[config.mk]
export PLATFORM = sky130hd
export DESIGN_NAME = pipe_reg_buf
export DESIGN_NICKNAME = d
export VERILOG_FILES = /design/src/rtl/pipe_reg_buf.sv
export SDC_FILE = /design/constraint.sdc
export NUM_CORES = 1
export LEC_CHECK = 0
export BUFFER_PORTS_ARGS = -buffer_cell sky130_fd_sc_hd__buf_2
export CORE_AREA = 2 2 92 94
export DETAILED_ROUTE_END_ITERATION = 12
export DIE_AREA = 0 0 94 96
export PLACE_DENSITY = 0.81
export SLEW_MARGIN = 20
export SYNTH_ARGS = -nofsm -noshare
export SYNTH_HDL_FRONTEND = slang
export SYNTH_SLANG_ARGS = --single-unit
[constraint.sdc]
create_clock -name CLK -period 5.71 [get_ports CLK]
set_clock_uncertainty 0.2 [all_clocks]
set_input_delay 0.8565 -clock CLK [delete_from_list [all_inputs] [get_ports CLK]]
set_output_delay 0.8565 -clock CLK [all_outputs]
set_load 0.01 [all_outputs]
[src/rtl/pipe_reg_buf.sv]
`default_nettype none
// ============================================================================
// Module   : pipe_reg_buf
// Brief    : Small valid/ready pipeline buffer (circular FIFO of DEPTH
//            entries) with flush, occupancy state tracking and an optional
//            backpressure stall counter.
//            Optional feature macro: PIPE_STALL_CNT_EN (compiles in the
//            saturating 16-bit stall counter; otherwise stall_cnt is 0).
// Revision : 1.0 - initial release
// ============================================================================
module pipe_reg_buf #(
    parameter int DATA_W = 32,
    parameter int DEPTH  = 2
) (
    input  logic                       CLK,
    input  logic                       nRST,
    input  logic                       flush,
    input  logic                       in_valid,
    input  logic [DATA_W-1:0]          in_data,
    output logic                       in_ready,
    output logic                       out_valid,
    output logic [DATA_W-1:0]          out_data,
    input  logic                       out_ready,
    output logic [$clog2(DEPTH+1)-1:0] count,
    output logic [15:0]                stall_cnt
);

    // Pointer width is at least one bit so a single-entry buffer still has
    // a legal (constant-zero) pointer.
    localparam int c_ptr_w = (DEPTH > 1) ? $clog2(DEPTH) : 1;
    localparam int c_cnt_w = $clog2(DEPTH + 1);

    localparam logic [c_cnt_w-1:0] c_depth    = c_cnt_w'(DEPTH);
    localparam logic [c_cnt_w-1:0] c_cnt_one  = c_cnt_w'(1);
    localparam logic [c_ptr_w-1:0] c_ptr_last = c_ptr_w'(DEPTH - 1);
    localparam logic [c_ptr_w-1:0] c_ptr_one  = c_ptr_w'(1);

    // Occupancy state; PARTIAL is never entered when DEPTH is 1.
    typedef enum logic [1:0] {
        EMPTY   = 2'd0,
        PARTIAL = 2'd1,
        FULL    = 2'd2
    } occ_state_t;

    occ_state_t          r_state;
    logic [c_cnt_w-1:0]  r_count;
    logic                r_out_valid;
    logic [c_ptr_w-1:0]  r_wr_ptr;
    logic [c_ptr_w-1:0]  r_rd_ptr;
    logic [DATA_W-1:0]   r_mem [0:DEPTH-1];

    logic                w_enq;
    logic                w_deq;
    logic [c_ptr_w-1:0]  w_wr_ptr_nxt;
    logic [c_ptr_w-1:0]  w_rd_ptr_nxt;

    // Ready depends only on registered occupancy: a full buffer never
    // accepts data even if the head is being consumed in the same cycle.
    assign in_ready  = (r_count < c_depth);
    assign out_valid = r_out_valid;
    assign count     = r_count;

    // Zero the payload whenever nothing valid is held, so stale storage
    // never leaks onto the output bus.
    assign out_data  = r_out_valid ? r_mem[r_rd_ptr] : '0;

    assign w_enq = in_valid & in_ready;
    assign w_deq = r_out_valid & out_ready;

    // Explicit wrap keeps DEPTH=1 pinned at zero and never skips an entry.
    assign w_wr_ptr_nxt = (r_wr_ptr == c_ptr_last) ? '0 : (r_wr_ptr + c_ptr_one);
    assign w_rd_ptr_nxt = (r_rd_ptr == c_ptr_last) ? '0 : (r_rd_ptr + c_ptr_one);

    // Payload storage: cleared on reset, written on each accepted enqueue.
    // Flush leaves the contents alone; they are unreachable once count is 0.
    always_ff @(posedge CLK) begin
        if (!nRST) begin
            for (int i = 0; i < DEPTH; i++) begin
                r_mem[i] <= '0;
            end
        end else if (!flush && w_enq) begin
            r_mem[r_wr_ptr] <= in_data;
        end
    end

    // Pointer advance; reset and flush both return to entry 0.
    always_ff @(posedge CLK) begin
        if (!nRST || flush) begin
            r_wr_ptr <= '0;
            r_rd_ptr <= '0;
        end else begin
            if (w_enq) begin
                r_wr_ptr <= w_wr_ptr_nxt;
            end
            if (w_deq) begin
                r_rd_ptr <= w_rd_ptr_nxt;
            end
        end
    end

    // Occupancy FSM with registered count and out_valid.
    always_ff @(posedge CLK) begin
        if (!nRST || flush) begin
            r_state     <= EMPTY;
            r_count     <= '0;
            r_out_valid <= 1'b0;
        end else begin
            case (r_state)
                EMPTY: begin
                    // A dequeue request here is ignored: nothing is valid.
                    if (w_enq) begin
                        r_count     <= c_cnt_one;
                        r_out_valid <= 1'b1;
                        r_state     <= (DEPTH == 1) ? FULL : PARTIAL;
                    end
                end
                PARTIAL: begin
                    if (w_enq && !w_deq) begin
                        r_count <= r_count + c_cnt_one;
                        if ((r_count + c_cnt_one) == c_depth) begin
                            r_state <= FULL;
                        end
                    end else if (!w_enq && w_deq) begin
                        r_count <= r_count - c_cnt_one;
                        if (r_count == c_cnt_one) begin
                            r_state     <= EMPTY;
                            r_out_valid <= 1'b0;
                        end
                    end
                    // Simultaneous enqueue and dequeue keeps count steady.
                end
                FULL: begin
                    // in_ready is low here, so only a dequeue can happen.
                    if (w_deq) begin
                        r_count <= r_count - c_cnt_one;
                        if (DEPTH == 1) begin
                            r_state     <= EMPTY;
                            r_out_valid <= 1'b0;
                        end else begin
                            r_state <= PARTIAL;
                        end
                    end
                end
                default: begin
                    r_state     <= EMPTY;
                    r_count     <= '0;
                    r_out_valid <= 1'b0;
                end
            endcase
        end
    end

`ifdef PIPE_STALL_CNT_EN
    logic [15:0] r_stall_cnt;

    // Count cycles where valid data is held back by downstream; saturates
    // and survives flush so long-running backpressure stays visible.
    always_ff @(posedge CLK) begin
        if (!nRST) begin
            r_stall_cnt <= 16'h0000;
        end else if (r_out_valid && !out_ready && (r_stall_cnt != 16'hFFFF)) begin
            r_stall_cnt <= r_stall_cnt + 16'h0001;
        end
    end

    assign stall_cnt = r_stall_cnt;
`else
    assign stall_cnt = 16'h0000;
`endif

endmodule
`default_nettype wire

; ---- Word-level counts from Yosys, hierarchy flattened
; Memories as Yosys holds them, arrays and structs flattened. A register that Yosys moved wholly into a read port is not among the register bits.
; Cells that the tools add are included.
[word_totals]
output_inout_bits = 52
ram_bits = 64
memories = 1
input_bits = 37
word_cells = 67
ff_bits = 7
[mem_list]
columns = memory, depth, word_bits, rd, rd_ports_with_merged_regs, wr, line
row1 = r_mem, 2, 32, 1, 1, 2, 50  ; logic [DATA_W-1:0] r_mem [0:DEPTH-1];
[classes]
n_eq_ne = 12
add_sub_neg = 4
bitwise = 3
n_lt_le_gt_ge = 1
reduce_logical = 13
n_mux = 28
[op_table]
columns = operator, count
row1 = 2-to-1 mux 32 bit, 2
row2 = OR reduction 32 bit, 1
row3 = 2-to-1 mux 2 bit, 9
row4 = 2-to-1 mux 1 bit, 14
row5 = one-hot mux 2 bit (3 select lines), 2
row6 = != test 2 bit (second input constant), 5
row7 = AND reduction 5 bit, 2
row8 = != test 3 bit (second input constant), 3
row9 = equality test 2 x 1 -> 1 bit (second input constant), 2
row10 = equality test 2 bit (second input constant), 2
row11 = logical NOT 1 bit, 4
row12 = logical AND 1 bit, 3
row13 = one-hot mux 1 bit (3 select lines), 1
row14 = AND reduction 3 bit, 1
row15 = adder 1 bit (second input constant), 2
row16 = adder 2 x 1 -> 2 bit (second input constant), 1
row17 = AND 1 bit, 2
row18 = logical NOT 2 bit, 1
row19 = less-than comparator 2 bit (second input constant), 1
row20 = subtractor 2 x 1 -> 2 bit (second input constant), 1
row21 = logical OR 1 bit, 1
row22 = NOT 1 bit, 1

; ---- Longest topological paths before layout
; Gate-level depths: netlist of the first run.
[logic_depth]
word_depth = 8
depth_mapped = 7

; ---- Worst setup path after synthesis of the first run
; Ideal clock, no wire load.
[synth_path]
kind = in2reg
start = input flush
end = memory r_mem[1][0] (enable)
path_slack_ns = 2.859
path_buffers = 1
required_ns = 5.116
stages = 4
setup_time_ns = 0.394
arrival_time_ns = 2.257
path_cell_list = nand2b_1 clkbuf_1 nor3_2 nand2b_1
[synth_rtl]
columns = item, line
row1 = "start, declared", 17  ; input logic flush,
row2 = "end, declared", 50

==> metrics.txt, run 1 <==
# TYPE chip_impl_metric gauge
chip_impl_info{name="status",value="finished, final reports clean"} 1
chip_impl_metric{name="chipWidth",unit="um"} 94
chip_impl_metric{name="slew_violations",unit=""} 0
chip_impl_metric{name="max-clock-path-buffers",unit=""} 2
chip_impl_metric{name="drc_errors",unit=""} 0
chip_impl_metric{name="setup_viol",unit=""} 0
chip_impl_info{name="rsz0062_at_grt",value="false"} 1
chip_impl_metric{name="fin_ws",unit="ns"} 2.50
chip_impl_metric{name="syn_inst",unit=""} 283
chip_impl_metric{name="path_clk_slew",unit="ns"} 0.07
chip_impl_metric{name="arrival",unit="ns"} 2.97
chip_impl_metric{name="dpl.hpwl",unit="mm"} 4.34
chip_impl_metric{name="clock_tree.htree_level_count",unit=""} 3
chip_impl_metric{name="antenna_violating_nets_post_route",unit=""} 0
chip_impl_info{name="critical_path_class",value="in -> reg"} 1
chip_impl_metric{name="slew-limit-headroom",unit="%"} 29.7
chip_impl_metric{name="floorplan.rows",unit=""} 33
chip_impl_metric{name="critPathRequiredTime",unit="ns"} 5.47
chip_impl_metric{name="final_min_period_over_clock_period",unit="%"} 56.3
chip_impl_metric{name="mapped_avg_cell_area",unit="um2"} 12.6
chip_impl_metric{name="worst_skew_pair.late_latency",unit="ns"} 0.33
chip_impl_metric{name="register_bit_count_reported_by_yosys",unit=""} 72
chip_impl_metric{name="drt-wirelength-per-cell",unit="um"} 13.9
chip_impl_metric{name="timing.final.hold_violations",unit=""} 0
chip_impl_metric{name="tightestPinTransition",unit="ns"} 1.05
chip_impl_metric{name="gp_congestion",unit=""} 0.684
chip_impl_info{name="tritoncts_clock_tree",value="built"} 1
chip_impl_metric{name="start_util",unit="%"} 44.2
chip_impl_metric{name="pre_cts_slack",unit="ns"} 2.12
chip_impl_metric{name="flow.area_growth_from_synthesis",unit="%"} 14.7
chip_impl_metric{name="power.static_leakage",unit="nW"} 1.65
chip_impl_metric{name="drt_first_iter_violations",unit=""} 77
chip_impl_metric{name="detail_route.first_pass.iterations",unit=""} 4
chip_impl_info{name="synth_area_leader_cell",value="edfxtp_1"} 1
chip_impl_metric{name="synth.top_cell.area_share",unit="%"} 54.0
chip_impl_metric{name="post_cts_resize_count",unit=""} 0
chip_impl_metric{name="ir_drop_worst_vdd",unit="V"} 0.000104
chip_impl_metric{name="die_area",unit="mm2"} 0.00902
chip_impl_metric{name="grt_antenna_before_repair",unit=""} 0
chip_impl_metric{name="clkSinkCount",unit=""} 72
chip_impl_metric{name="synth_seq_area_share",unit="%"} 58.5
chip_impl_metric{name="synthDistinctLibCells",unit=""} 37
chip_impl_metric{name="grt_use_total",unit="%"} 14.3
chip_impl_metric{name="crit_path_max_fanout",unit=""} 33
chip_impl_metric{name="syn_area",unit="mm2"} 0.00356
chip_impl_metric{name="cts_made_buffers",unit=""} 9
chip_impl_metric{name="cap_viol_max_count",unit=""} 0
chip_impl_metric{name="first_global_vias",unit=""} 2092
chip_impl_metric{name="instances_no_fill",unit=""} 459
chip_impl_metric{name="grt_overflow",unit=""} 0
chip_impl_info{name="startpoint_type",value="primary input"} 1
chip_impl_metric{name="portBuffers",unit=""} 72
chip_impl_metric{name="grt_pass1_wl",unit="mm"} 9.75
chip_impl_metric{name="n_antenna_cell",unit=""} 0
chip_impl_metric{name="io_pins",unit=""} 89
chip_impl_metric{name="routed-via-count",unit=""} 2138
chip_impl_metric{name="grt_start_max_net_pins",unit=""} 36
chip_impl_metric{name="power-per-cell-area",unit="mW/mm2"} 251
chip_impl_info{name="cp-end-kind",value="flip-flop"} 1
chip_impl_metric{name="fill_cell_count",unit=""} 730
chip_impl_metric{name="via_per_inst",unit=""} 4.66
chip_impl_metric{name="hold_buffers",unit=""} 0
chip_impl_metric{name="place.detailed.instances",unit=""} 443
chip_impl_metric{name="chipHeight",unit="um"} 96
chip_impl_metric{name="period_needed",unit="ns"} 3.21
chip_impl_info{name="clock-root-buffer",value="clkbuf_8"} 1
chip_impl_metric{name="post_cts_buffers",unit=""} 0
chip_impl_info{name="synth_area_leaders",value="edfxtp_1, and2_1, mux2i_1"} 1
chip_impl_metric{name="drt-total-wl",unit="mm"} 6.38
chip_impl_metric{name="finalSetupTns",unit="ns"} 0
chip_impl_metric{name="drive_gt1_share",unit="%"} 26.6
chip_impl_metric{name="core_region_area",unit="mm2"} 0.00805
chip_impl_metric{name="nNetsFinal",unit=""} 389
chip_impl_metric{name="ys_warn_count",unit=""} 0
chip_impl_info{name="type_of_the_tightest_min_delay_check",value="reg -> reg"} 1
chip_impl_metric{name="achievable-frequency",unit="GHz"} 0.311
[where the power goes]
part	internal [mW]	switching [mW]	leakage (nW)	total, mW
clock network	0.153	0.170	0.0758	0.323
logic	0.0382	0.0514	0.840	0.0896
registers	0.600	0.0137	0.731	0.614
[worst paths after layout]
kind                                start           end  slack (ns)  cells past startpoint
worst max register to register  out_valid      count[0]        2.89                      7
worst max-delay path                flush  r_mem[1][10]        2.50                      4
worst min-delay path             r_rd_ptr     flip-flop        0.34                      2
worst min register to register   r_rd_ptr     flip-flop        0.34                      2
[cell usage in the layout, fill, tap and decap left out, drive strengths merged]
cell / Yosys / final
a2111o: 1 / 1
a211o: 1 / 1
a21oi: 2 / 2
a221oi: 1 / 1
a31oi: 3 / 3
and2: 64 / 64
and3b: 1 / 1
buf: 23 / 72
clkbuf: 9 / 11
clkinv: 1 / 5
clkinvlp: 0 / 1
conb: 1 / 16
dfxtp: 8 / 8
edfxtp: 64 / 64
ha: 3 / 3
inv: 5 / 5
mux2i: 32 / 32
nand2: 3 / 3
nand2b: 5 / 5
nor2: 7 / 7
nor2b: 33 / 33
nor3: 4 / 4
nor3b: 1 / 1
o2111ai: 1 / 1
o211a: 1 / 1
o21ai: 3 / 3
o21bai: 1 / 1
o31ai: 1 / 1
o32ai: 1 / 1
or2b: 1 / 1
xnor2: 2 / 2
[logic make-up after synthesis]
group,share of synthesized area (%)
and+or+nand+nor,21.1
DFF,58.5
buffers and inverters,6.33
muxes,9.00
AOI/OAI and AO/OA,3.45
adders and majority gates,1.05
xor gates and xnor gates,0.492
other,0.105
[synthesized netlist by cell type (all sizes together)]
| cell type | n |
|---|---|
| nor2 | 7 |
| nor2b | 33 |
| nand2b | 5 |
| clkbuf | 9 |
| o21ai | 3 |
| o21bai | 1 |
| edfxtp | 64 |
| nor3b | 1 |
| and2 | 64 |
| inv | 5 |
| nand2 | 3 |
| a21oi | 2 |
| ha | 3 |
| o31ai | 1 |
| buf | 23 |
| o2111ai | 1 |
| a31oi | 3 |
| a2111o | 1 |
| a211o | 1 |
| conb | 1 |
| mux2i | 32 |
| a221oi | 1 |
| xnor2 | 2 |
| or2b | 1 |
| o32ai | 1 |
| dfxtp | 8 |
| nor3 | 4 |
| and3b | 1 |
| o211a | 1 |
| clkinv | 1 |
[critical path, cell delays in order]
cell	delay [ns]
buf_2	0.09
nand2b_1	0.35
nor3_4	0.84
nand2b_2	0.82
[per-stage QoR]
stage               utilization [%]  hold slack, ns  power [mW]  instance area [um2]
floorplan                         -           0.280       0.687                 3610
global placement               48.8           0.299       0.711                 3930
detailed placement             48.8           0.310       0.716                 3930
CTS                            50.7           0.338        1.04                 4080
global route                   50.7           0.357        1.07                 4080
finish                         50.7           0.336        1.03                 4080
[metal layers]
metal / GRT usage (%) / wire length [um] / part of all wire [%] / up-vias
met5: 0 / 0 / 0 / -
met4: 5.31 / 16 / 0.25 / 0
met3: 4.39 / 448 / 7.0 / 2
met2: 23.9 / 3090 / 48 / 81
met1: 17.7 / 2820 / 44 / 987
li1: - / - / - / 1068
[flip-flops by register name (all words and copies together) (netlist names), named ones only]
register   count
count          2
out_valid      1
r_mem         64
r_rd_ptr       1
r_state        2
r_wr_ptr       1
[final cells by class]
class | count | area (um2) | share of cell area (%)
Clock buffer | 11 | 131 | 3.22
Clock inverter | 5 | 23.8 | 0.582
Inverter | 6 | 27.5 | 0.674
Multi-Input combinational cell | 188 | 1330 | 32.5
Sequential cell | 72 | 2080 | 51.0
Tap cell | 105 | 131 | 3.22
Timing Repair Buffer | 72 | 360 | 8.83
No activity file was read; power rests on OpenSTA's default activity.
==> run 2: changes to the inputs <==
--- a/config.mk
+++ b/config.mk
@@ -9,7 +9,7 @@
 export CORE_AREA = 2 2 92 94
 export DETAILED_ROUTE_END_ITERATION = 12
 export DIE_AREA = 0 0 94 96
-export PLACE_DENSITY = 0.81
+export PLACE_DENSITY = 0.83
 export SLEW_MARGIN = 20
 export SYNTH_ARGS = -nofsm -noshare
 export SYNTH_HDL_FRONTEND = slang
==> constraint.sdc (replaced) <==
create_clock -name CLK -period 2.71 [get_ports CLK]
set_clock_uncertainty 0.2 [all_clocks]
set_input_delay 0.4065 -clock CLK [delete_from_list [all_inputs] [get_ports CLK]]
set_output_delay 0.4065 -clock CLK [all_outputs]
set_load 0.01 [all_outputs]
==> run 2 against run 1 <==
Final cell count rose by 2.0%. Sequential power rose by 110%. Non-clock buffer count rose by 9. Setup slack got worse by 1.9 ns. Critical path depth rose by 2. Clock-buffer cell count fell by 2. Core utilization rose by 1.6 points. Power rose by 130%. Cell area rose by 3.2%.
==> metrics.txt, run 2 (synthesis results as in run 1) <==
# TYPE chip_impl_metric gauge
chip_impl_metric{name="start_util",unit="%"} 44.2
chip_impl_metric{name="drt-total-wl",unit="mm"} 6.32
chip_impl_info{name="cp-end-kind",value="flip-flop"} 1
chip_impl_metric{name="first_global_vias",unit=""} 2098
chip_impl_metric{name="cap_viol_max_count",unit=""} 0
chip_impl_metric{name="clock_tree.htree_level_count",unit=""} 3
chip_impl_metric{name="grt_util_met2",unit="%"} 25.7
chip_impl_metric{name="arrival",unit="ns"} 2.22
chip_impl_info{name="top_library_cells_by_usage_in_the_layout_fill_and_taps_aside",value="buf_2, and2_1, edfxtp_1, nor2b_1, mux2i_1"} 1
chip_impl_metric{name="post-route-util",unit="%"} 52.3
chip_impl_metric{name="ir_drop_worst_vdd",unit="V"} 0.000245
chip_impl_metric{name="slew_violations",unit=""} 0
chip_impl_metric{name="critPathRequiredTime",unit="ns"} 2.77
chip_impl_info{name="critical_path_class",value="reg -> reg"} 1
chip_impl_info{name="layout_commonest_cell",value="buf_2"} 1
chip_impl_info{name="status",value="finished, final reports clean"} 1
chip_impl_metric{name="gp_congestion",unit=""} 0.829
chip_impl_metric{name="detail_route.first_pass.iterations",unit=""} 4
chip_impl_metric{name="via_per_inst",unit=""} 4.73
chip_impl_info{name="globalRoute.busiestLayer",value="met2"} 1
chip_impl_metric{name="portBuffers",unit=""} 72
chip_impl_metric{name="power-per-cell-area",unit="mW/mm2"} 569
chip_impl_metric{name="power.share.switching",unit="%"} 22.1
chip_impl_metric{name="drive_gt1_share",unit="%"} 29.8
chip_impl_metric{name="grt.met3_usage",unit="%"} 3.37
chip_impl_info{name="register_with_the_highest_flop_count",value="r_mem"} 1
chip_impl_metric{name="tightestPinTransition",unit="ns"} 0.507
chip_impl_metric{name="drc_errors",unit=""} 0
chip_impl_metric{name="die_area",unit="mm2"} 0.00902
chip_impl_metric{name="power.static_leakage",unit="nW"} 1.73
chip_impl_metric{name="setup_viol",unit=""} 0
chip_impl_metric{name="cts_made_buffers",unit=""} 9
chip_impl_metric{name="post_cts_buffers",unit=""} 0
chip_impl_metric{name="antenna_violating_nets_post_route",unit=""} 0
chip_impl_metric{name="seqPwrFrac",unit="%"} 53.4
chip_impl_metric{name="max-clock-path-buffers",unit=""} 2
chip_impl_metric{name="period_needed",unit="ns"} 2.16
chip_impl_metric{name="core_region_area",unit="mm2"} 0.00805
chip_impl_info{name="clock-root-buffer",value="clkbuf_8"} 1
chip_impl_metric{name="grt_use_total",unit="%"} 14.9
chip_impl_metric{name="crit_path_max_incr_delay",unit="ns"} 0.40
chip_impl_metric{name="hold_buffers",unit=""} 0
chip_impl_metric{name="groute.layer.met1.usage",unit="%"} 18.1
chip_impl_metric{name="path_clk_slew",unit="ns"} 0.08
chip_impl_metric{name="clkSinkCount",unit=""} 72
chip_impl_metric{name="drt_first_iter_violations",unit=""} 82
chip_impl_metric{name="io_pins",unit=""} 89
chip_impl_metric{name="n_antenna_cell",unit=""} 0
chip_impl_metric{name="worstPathBufferInverterCount",unit=""} 0
chip_impl_metric{name="finalSetupTns",unit="ns"} 0
chip_impl_info{name="type_of_the_tightest_min_delay_check",value="in -> reg"} 1
chip_impl_info{name="tritoncts_clock_tree",value="built"} 1
chip_impl_info{name="startpoint_type",value="flip-flop"} 1
chip_impl_metric{name="final_min_period_over_clock_period",unit="%"} 79.7
chip_impl_metric{name="floorplan.rows",unit=""} 33
chip_impl_metric{name="flow.area_growth_from_synthesis",unit="%"} 18.4
chip_impl_metric{name="chipHeight",unit="um"} 96
chip_impl_metric{name="crit_path_max_fanout",unit=""} 5
chip_impl_metric{name="grt_pass1_wl",unit="mm"} 10.2
chip_impl_metric{name="timing.final.hold_violations",unit=""} 0
chip_impl_metric{name="slew-limit-headroom",unit="%"} 66.2
chip_impl_info{name="critPathSlowestCell",value="a2111o_1"} 1
chip_impl_metric{name="pwr-share-comb",unit="%"} 8.5
chip_impl_metric{name="grt_overflow",unit=""} 0
chip_impl_info{name="critical_path.cell_chain",value="nand2b_4 -> ha_1 -> nor2b_1 -> o32ai_2 -> a2111o_1 -> a31oi_1"} 1
chip_impl_metric{name="total_switching_power",unit="uW"} 531
chip_impl_metric{name="nNetsFinal",unit=""} 398
chip_impl_metric{name="chipWidth",unit="um"} 94
chip_impl_metric{name="grt_start_max_net_pins",unit=""} 35
chip_impl_metric{name="share_clk_of_total_power",unit="%"} 38.1
chip_impl_metric{name="routed-via-count",unit=""} 2215
chip_impl_metric{name="achievable-frequency",unit="GHz"} 0.463
chip_impl_metric{name="largest_register_ff_count",unit=""} 64
chip_impl_metric{name="cellInternalPower",unit="mW"} 1.87
chip_impl_info{name="cpLargestDelayFamily",value="compound AO/OA/AOI/OAI gates"} 1
chip_impl_metric{name="worst_skew_pair.late_latency",unit="ns"} 0.33
chip_impl_metric{name="dpl.hpwl",unit="mm"} 4.25
chip_impl_metric{name="grt_antenna_before_repair",unit=""} 0
chip_impl_metric{name="post_cts_resize_count",unit=""} 0
chip_impl_info{name="rsz0062_at_grt",value="false"} 1
chip_impl_metric{name="drt-wirelength-per-cell",unit="um"} 13.5
-- run 2: power groups by stage --
| stage | Sequential (mW) | Clock (mW) | Combinational (mW) |
|---|---|---|---|
| floorplan | 1.30 | 0 | 0.144 |
| global placement | 1.30 | 0 | 0.200 |
| detailed placement | 1.31 | 0 | 0.206 |
| CTS | 1.28 | 0.935 | 0.206 |
| global route | 1.29 | 0.974 | 0.230 |
| finish | 1.28 | 0.914 | 0.203 |
-- run 2: layout make-up --
cell class	count	area, um2
repair buffers	81	428
clock buffers	9	124
clock inverters	7	95.1
inverters	6	27.5
well taps	105	131
multi-input cells	188	1330
flip-flops and latches	72	2080
fillers	716	3840
-- run 2: final timing paths --
| path | from | to | slack (ns) | depth (start not counted) |
|---|---|---|---|---|
| worst max-delay path | count[1] | count[0] | 0.55 | 6 |
| worst max register to register | count[1] | count[0] | 0.55 | 6 |
| worst min-delay path | in_data[12] | r_mem[1][12] | 0.15 | 2 |
| worst min register to register | r_rd_ptr | r_rd_ptr | 0.36 | 2 |
-- run 2: layer usage --
metal / part of all wire [%] / wire length, um
met2: 50 / 3180
met3: 5.9 / 370
met5: 0 / 0
met1: 42 / 2660
met4: 1.6 / 102
-- run 2: through the flow --
step	hold WS [ns]	worst slack, ns	instance area, um2	instances	power [mW]
global placement	0.317	0.575	4000	452	1.50
global route	0.135	0.382	4210	468	2.49
floorplan	0.280	0.309	3610	298	1.45
detailed placement	0.341	0.444	4000	452	1.51
CTS	0.130	0.549	4210	468	2.42
finish	0.147	0.550	4210	468	2.40
-- run 2: worst reg2reg max path, delay by kind of cell, from the launching register on --
family                   cells  cell delay (ns)
flip-flops                   1             0.35
AND/OR/NAND/NOR              2             0.46
adder cells (fa/ha/maj)      1             0.34
AO/OA/AOI/OAI                3             0.73
==> run 3: changes to the inputs <==
--- a/config.mk
+++ b/config.mk
@@ -5,11 +5,12 @@
 export SDC_FILE = /design/constraint.sdc
 export NUM_CORES = 1
 export LEC_CHECK = 0
+export ABC_AREA = 1
 export BUFFER_PORTS_ARGS = -buffer_cell sky130_fd_sc_hd__buf_2
-export CORE_AREA = 2 2 92 94
+export CORE_AREA = 2 2 91 93
 export DETAILED_ROUTE_END_ITERATION = 12
-export DIE_AREA = 0 0 94 96
-export PLACE_DENSITY = 0.83
+export DIE_AREA = 0 0 93 95
+export PLACE_DENSITY = 0.8
 export SLEW_MARGIN = 20
 export SYNTH_ARGS = -nofsm -noshare
 export SYNTH_HDL_FRONTEND = slang
==> constraint.sdc (replaced) <==
create_clock -name CLK -period 2 [get_ports CLK]
set_clock_uncertainty 0.2 [all_clocks]
set_input_delay 0.3 -clock CLK [delete_from_list [all_inputs] [get_ports CLK]]
set_output_delay 0.3 -clock CLK [all_outputs]
set_load 0.01 [all_outputs]
==> run 3 against run 2 <==
Synthesized cell count grew 31%. Clock-buffer cell count rose by 1. Flip-flop and latch count unchanged. Setup slack worse by 0.42 ns.
==> metrics.txt, run 3 <==
# TYPE chip_impl_metric gauge
chip_impl_info{name="critPathSlowestCell",value="dfxtp_1"} 1
chip_impl_metric{name="grt_overflow",unit=""} 0
chip_impl_metric{name="achievable-frequency",unit="GHz"} 0.535
chip_impl_info{name="synth_top_family_by_area",value="simple AND/OR/NAND/NOR gates"} 1
chip_impl_info{name="top_library_cells_by_usage_in_the_layout_fill_and_taps_aside",value="nor2_1, buf_2, edfxtp_1, inv_1, o21ai_0"} 1
chip_impl_metric{name="die_area",unit="mm2"} 0.00884
chip_impl_metric{name="critPathRequiredTime",unit="ns"} 1.50
chip_impl_metric{name="timing.final.hold_violations",unit=""} 0
chip_impl_metric{name="ys_warn_count",unit=""} 0
chip_impl_metric{name="pre_cts_slack",unit="ns"} 0.279
chip_impl_info{name="critical_path.cell_chain",value="buf_6 -> o21ai_0 -> nor2_1 -> buf_2"} 1
chip_impl_metric{name="grt_antenna_before_repair",unit=""} 0
chip_impl_metric{name="placement.cell_area",unit="mm2"} 0.00388
chip_impl_metric{name="final_min_period_over_clock_period",unit="%"} 93.5
chip_impl_metric{name="routedLengthMet1",unit="mm"} 2.96
chip_impl_metric{name="period_needed",unit="ns"} 1.87
chip_impl_metric{name="grt_start_max_net_pins",unit=""} 34
chip_impl_metric{name="dpl.hpwl",unit="mm"} 4.90
chip_impl_info{name="synth_area_leaders",value="edfxtp_1, nor2_1, o21ai_0"} 1
chip_impl_metric{name="clock_tree.htree_level_count",unit=""} 3
chip_impl_metric{name="place.detailed.instances",unit=""} 541
chip_impl_metric{name="arrival",unit="ns"} 1.37
chip_impl_info{name="critical_path_class",value="reg -> out"} 1
chip_impl_info{name="register_with_the_highest_flop_count",value="r_mem"} 1
chip_impl_metric{name="start_util",unit="%"} 43.4
chip_impl_metric{name="flow.area_growth_from_synthesis",unit="%"} 18.8
chip_impl_metric{name="synth_seq_area_share",unit="%"} 60.5
chip_impl_metric{name="drc_errors",unit=""} 0
chip_impl_metric{name="post-route-cell-area",unit="mm2"} 0.00409
chip_impl_metric{name="clkSinkCount",unit=""} 72
chip_impl_metric{name="power-per-cell-area",unit="mW/mm2"} 797
chip_impl_metric{name="synth_edf_count",unit=""} 64
chip_impl_info{name="status",value="finished, final reports clean"} 1
chip_impl_metric{name="met3WireLength",unit="um"} 440
chip_impl_metric{name="first_global_vias",unit=""} 2539
chip_impl_metric{name="synthDistinctLibCells",unit=""} 21
chip_impl_info{name="cp-end-kind",value="output port"} 1
chip_impl_info{name="top_layer_used",value="met4"} 1
chip_impl_metric{name="power.static_leakage",unit="nW"} 2.06
chip_impl_metric{name="synth_mux_area_share",unit="%"} 0
chip_impl_metric{name="grt_pass1_wl",unit="mm"} 11.3
chip_impl_metric{name="io_pins",unit=""} 89
chip_impl_metric{name="n_antenna_cell",unit=""} 0
chip_impl_metric{name="finalSetupTns",unit="ns"} 0
chip_impl_metric{name="drt_first_iter_violations",unit=""} 116
chip_impl_info{name="synth_flop_cell",value="edfxtp_1"} 1
chip_impl_info{name="clock-root-buffer",value="clkbuf_8"} 1
chip_impl_metric{name="worst_skew_pair.late_latency",unit="ns"} 0.33
chip_impl_metric{name="detail_route.first_pass.iterations",unit=""} 5
chip_impl_info{name="cpLargestDelayFamily",value="flip-flops"} 1
chip_impl_metric{name="portBuffers",unit=""} 72
chip_impl_info{name="startpoint_type",value="flip-flop"} 1
chip_impl_metric{name="drt-wirelength-per-cell",unit="um"} 12.9
chip_impl_metric{name="worstPathBufferInverterCount",unit=""} 2
chip_impl_metric{name="nNetsFinal",unit=""} 487
chip_impl_metric{name="crit_path_max_incr_delay",unit="ns"} 0.40
chip_impl_metric{name="core_region_area",unit="mm2"} 0.00793
chip_impl_metric{name="path_clk_slew",unit="ns"} 0.07
chip_impl_info{name="synth_common_cells",value="nor2_1, edfxtp_1, inv_1"} 1
chip_impl_info{name="rsz0062_at_grt",value="false"} 1
chip_impl_info{name="yosysMostFrequentCell",value="nor2_1"} 1
chip_impl_metric{name="cts_made_buffers",unit=""} 9
chip_impl_metric{name="drt-total-wl",unit="mm"} 7.16
chip_impl_metric{name="routed-via-count",unit=""} 2573
chip_impl_metric{name="ir_drop_worst_vdd",unit="V"} 0.000462
chip_impl_metric{name="largest_register_ff_count",unit=""} 64
chip_impl_metric{name="antenna_violating_nets_post_route",unit=""} 0
chip_impl_metric{name="instances_no_fill",unit=""} 556
chip_impl_info{name="type_of_the_tightest_min_delay_check",value="in -> reg"} 1
chip_impl_metric{name="chipHeight",unit="um"} 95
chip_impl_metric{name="syn_inst",unit=""} 372
chip_impl_metric{name="synth.top_cell.area_share",unit="%"} 55.9
chip_impl_metric{name="crit_path_max_fanout",unit=""} 22
chip_impl_metric{name="syn_area",unit="mm2"} 0.00344
chip_impl_metric{name="synthAdderAreaFrac",unit="%"} 1.09
chip_impl_metric{name="cap_viol_max_count",unit=""} 0
chip_impl_metric{name="fin_ws",unit="ns"} 0.130
chip_impl_metric{name="simple_gate_share_of_the_synthesized_area",unit="%"} 21.4
chip_impl_metric{name="mapped_avg_cell_area",unit="um2"} 9.25
chip_impl_info{name="synth_area_leader_cell",value="edfxtp_1"} 1
chip_impl_metric{name="slew_violations",unit=""} 0
chip_impl_metric{name="floorplan.rows",unit=""} 33
chip_impl_info{name="layout_commonest_cell",value="nor2_1"} 1
chip_impl_metric{name="max-clock-path-buffers",unit=""} 2
chip_impl_metric{name="chipWidth",unit="um"} 93
chip_impl_metric{name="synthesized_area_fraction_occupied_by_ao_oa_aoi_and_oai_cells",unit="%"} 5.38
chip_impl_metric{name="setup_viol",unit=""} 0
chip_impl_metric{name="drive_gt1_share",unit="%"} 23.9
chip_impl_metric{name="register_bit_count_reported_by_yosys",unit=""} 72
chip_impl_metric{name="met2RoutedLength",unit="mm"} 3.68
chip_impl_metric{name="synth_xor_area_share",unit="%"} 0.255
chip_impl_info{name="tritoncts_clock_tree",value="built"} 1
chip_impl_metric{name="gp_congestion",unit=""} 0.704
chip_impl_metric{name="hold_buffers",unit=""} 0
chip_impl_metric{name="synthArstFlopShare",unit="%"} 0
chip_impl_metric{name="via_per_inst",unit=""} 4.63
chip_impl_metric{name="grt_use_total",unit="%"} 16.8
## run 3: cell types whose count changed in the layout (fill, tap and decap cells not counted), moves of 4 or more
cell,previous run,this run
mux2i_1,32,0
nor2_1,7,133
inv_1,4,45
nor2b_1,33,0
nand2_1,2,20
o21ai_0,1,34
nor2_4,0,4
nand3_1,0,12
and2_1,64,0
## run 3: what timing repair did
| item | in CTS | in global routing |
|---|---|---|
| setup buffers | 0 | 0 |
| endpoints found under the setup margin | 0 | 4 |
| gates resized for setup | 0 | 1 |
## run 3: kinds of logic after synthesis
group | count (synthesis)
AOI/OAI and AO/OA | 37
xor gates and xnor gates | 1
adders and majority gates | 3
buffers and inverters | 80
DFF | 72
other | 1
and+or+nand+nor | 178
## run 3: layer usage
metal	vias up	GRT usage [%]
met4	0	6.25
li1	1293	-
met3	8	5.27
met2	76	29.2
met5	-	0
met1	1196	19.6
## run 3: path summary, 6_finish.rpt
path / cells after the start / from / end / slack (ns)
worst max register to register: 9 / count[1] / r_state[1] / 0.27
worst min-delay path: 4 / flush / r_state[1] / 0.06
worst min register to register: 2 / r_rd_ptr / r_rd_ptr / 0.32
worst max-delay path: 4 / out_valid / out_data[18] / 0.13
## run 3: power breakdown
| group | switching, mW | internal, mW |
|---|---|---|
| registers | 0.0289 | 1.72 |
| clock network | 0.498 | 0.685 |
| logic | 0.220 | 0.109 |
| total | 0.747 | 2.51 |
## run 3: layout make-up
class                   count  area, um2
clock inverters             5       72.6
multi-input cells         235       1040
flip-flops and latches     72       2080
well taps                 105        131
fillers                   737       3840
clock buffers              10        128
repair buffers             81        457
inverters                  48        180
## run 3: through the flow
stage / utilization [%] / power (mW) / hold WS [ns]
3_5_place_dp: 49.0 / 2.10 / 0.298
3_3_place_gp: 49.0 / 2.09 / 0.293
2_1_floorplan: - / 2.00 / 0.260
5_1_grt: 51.6 / 3.38 / 0.0567
4_1_cts: 51.5 / 3.28 / 0.0399
6_report: 51.6 / 3.26 / 0.0590
## run 3: worst min-delay path: stages
cell and delay [ns]:
buf_2 0.10, nor2_4 0.06, nand2_1 0.06, nor2_1 0.04
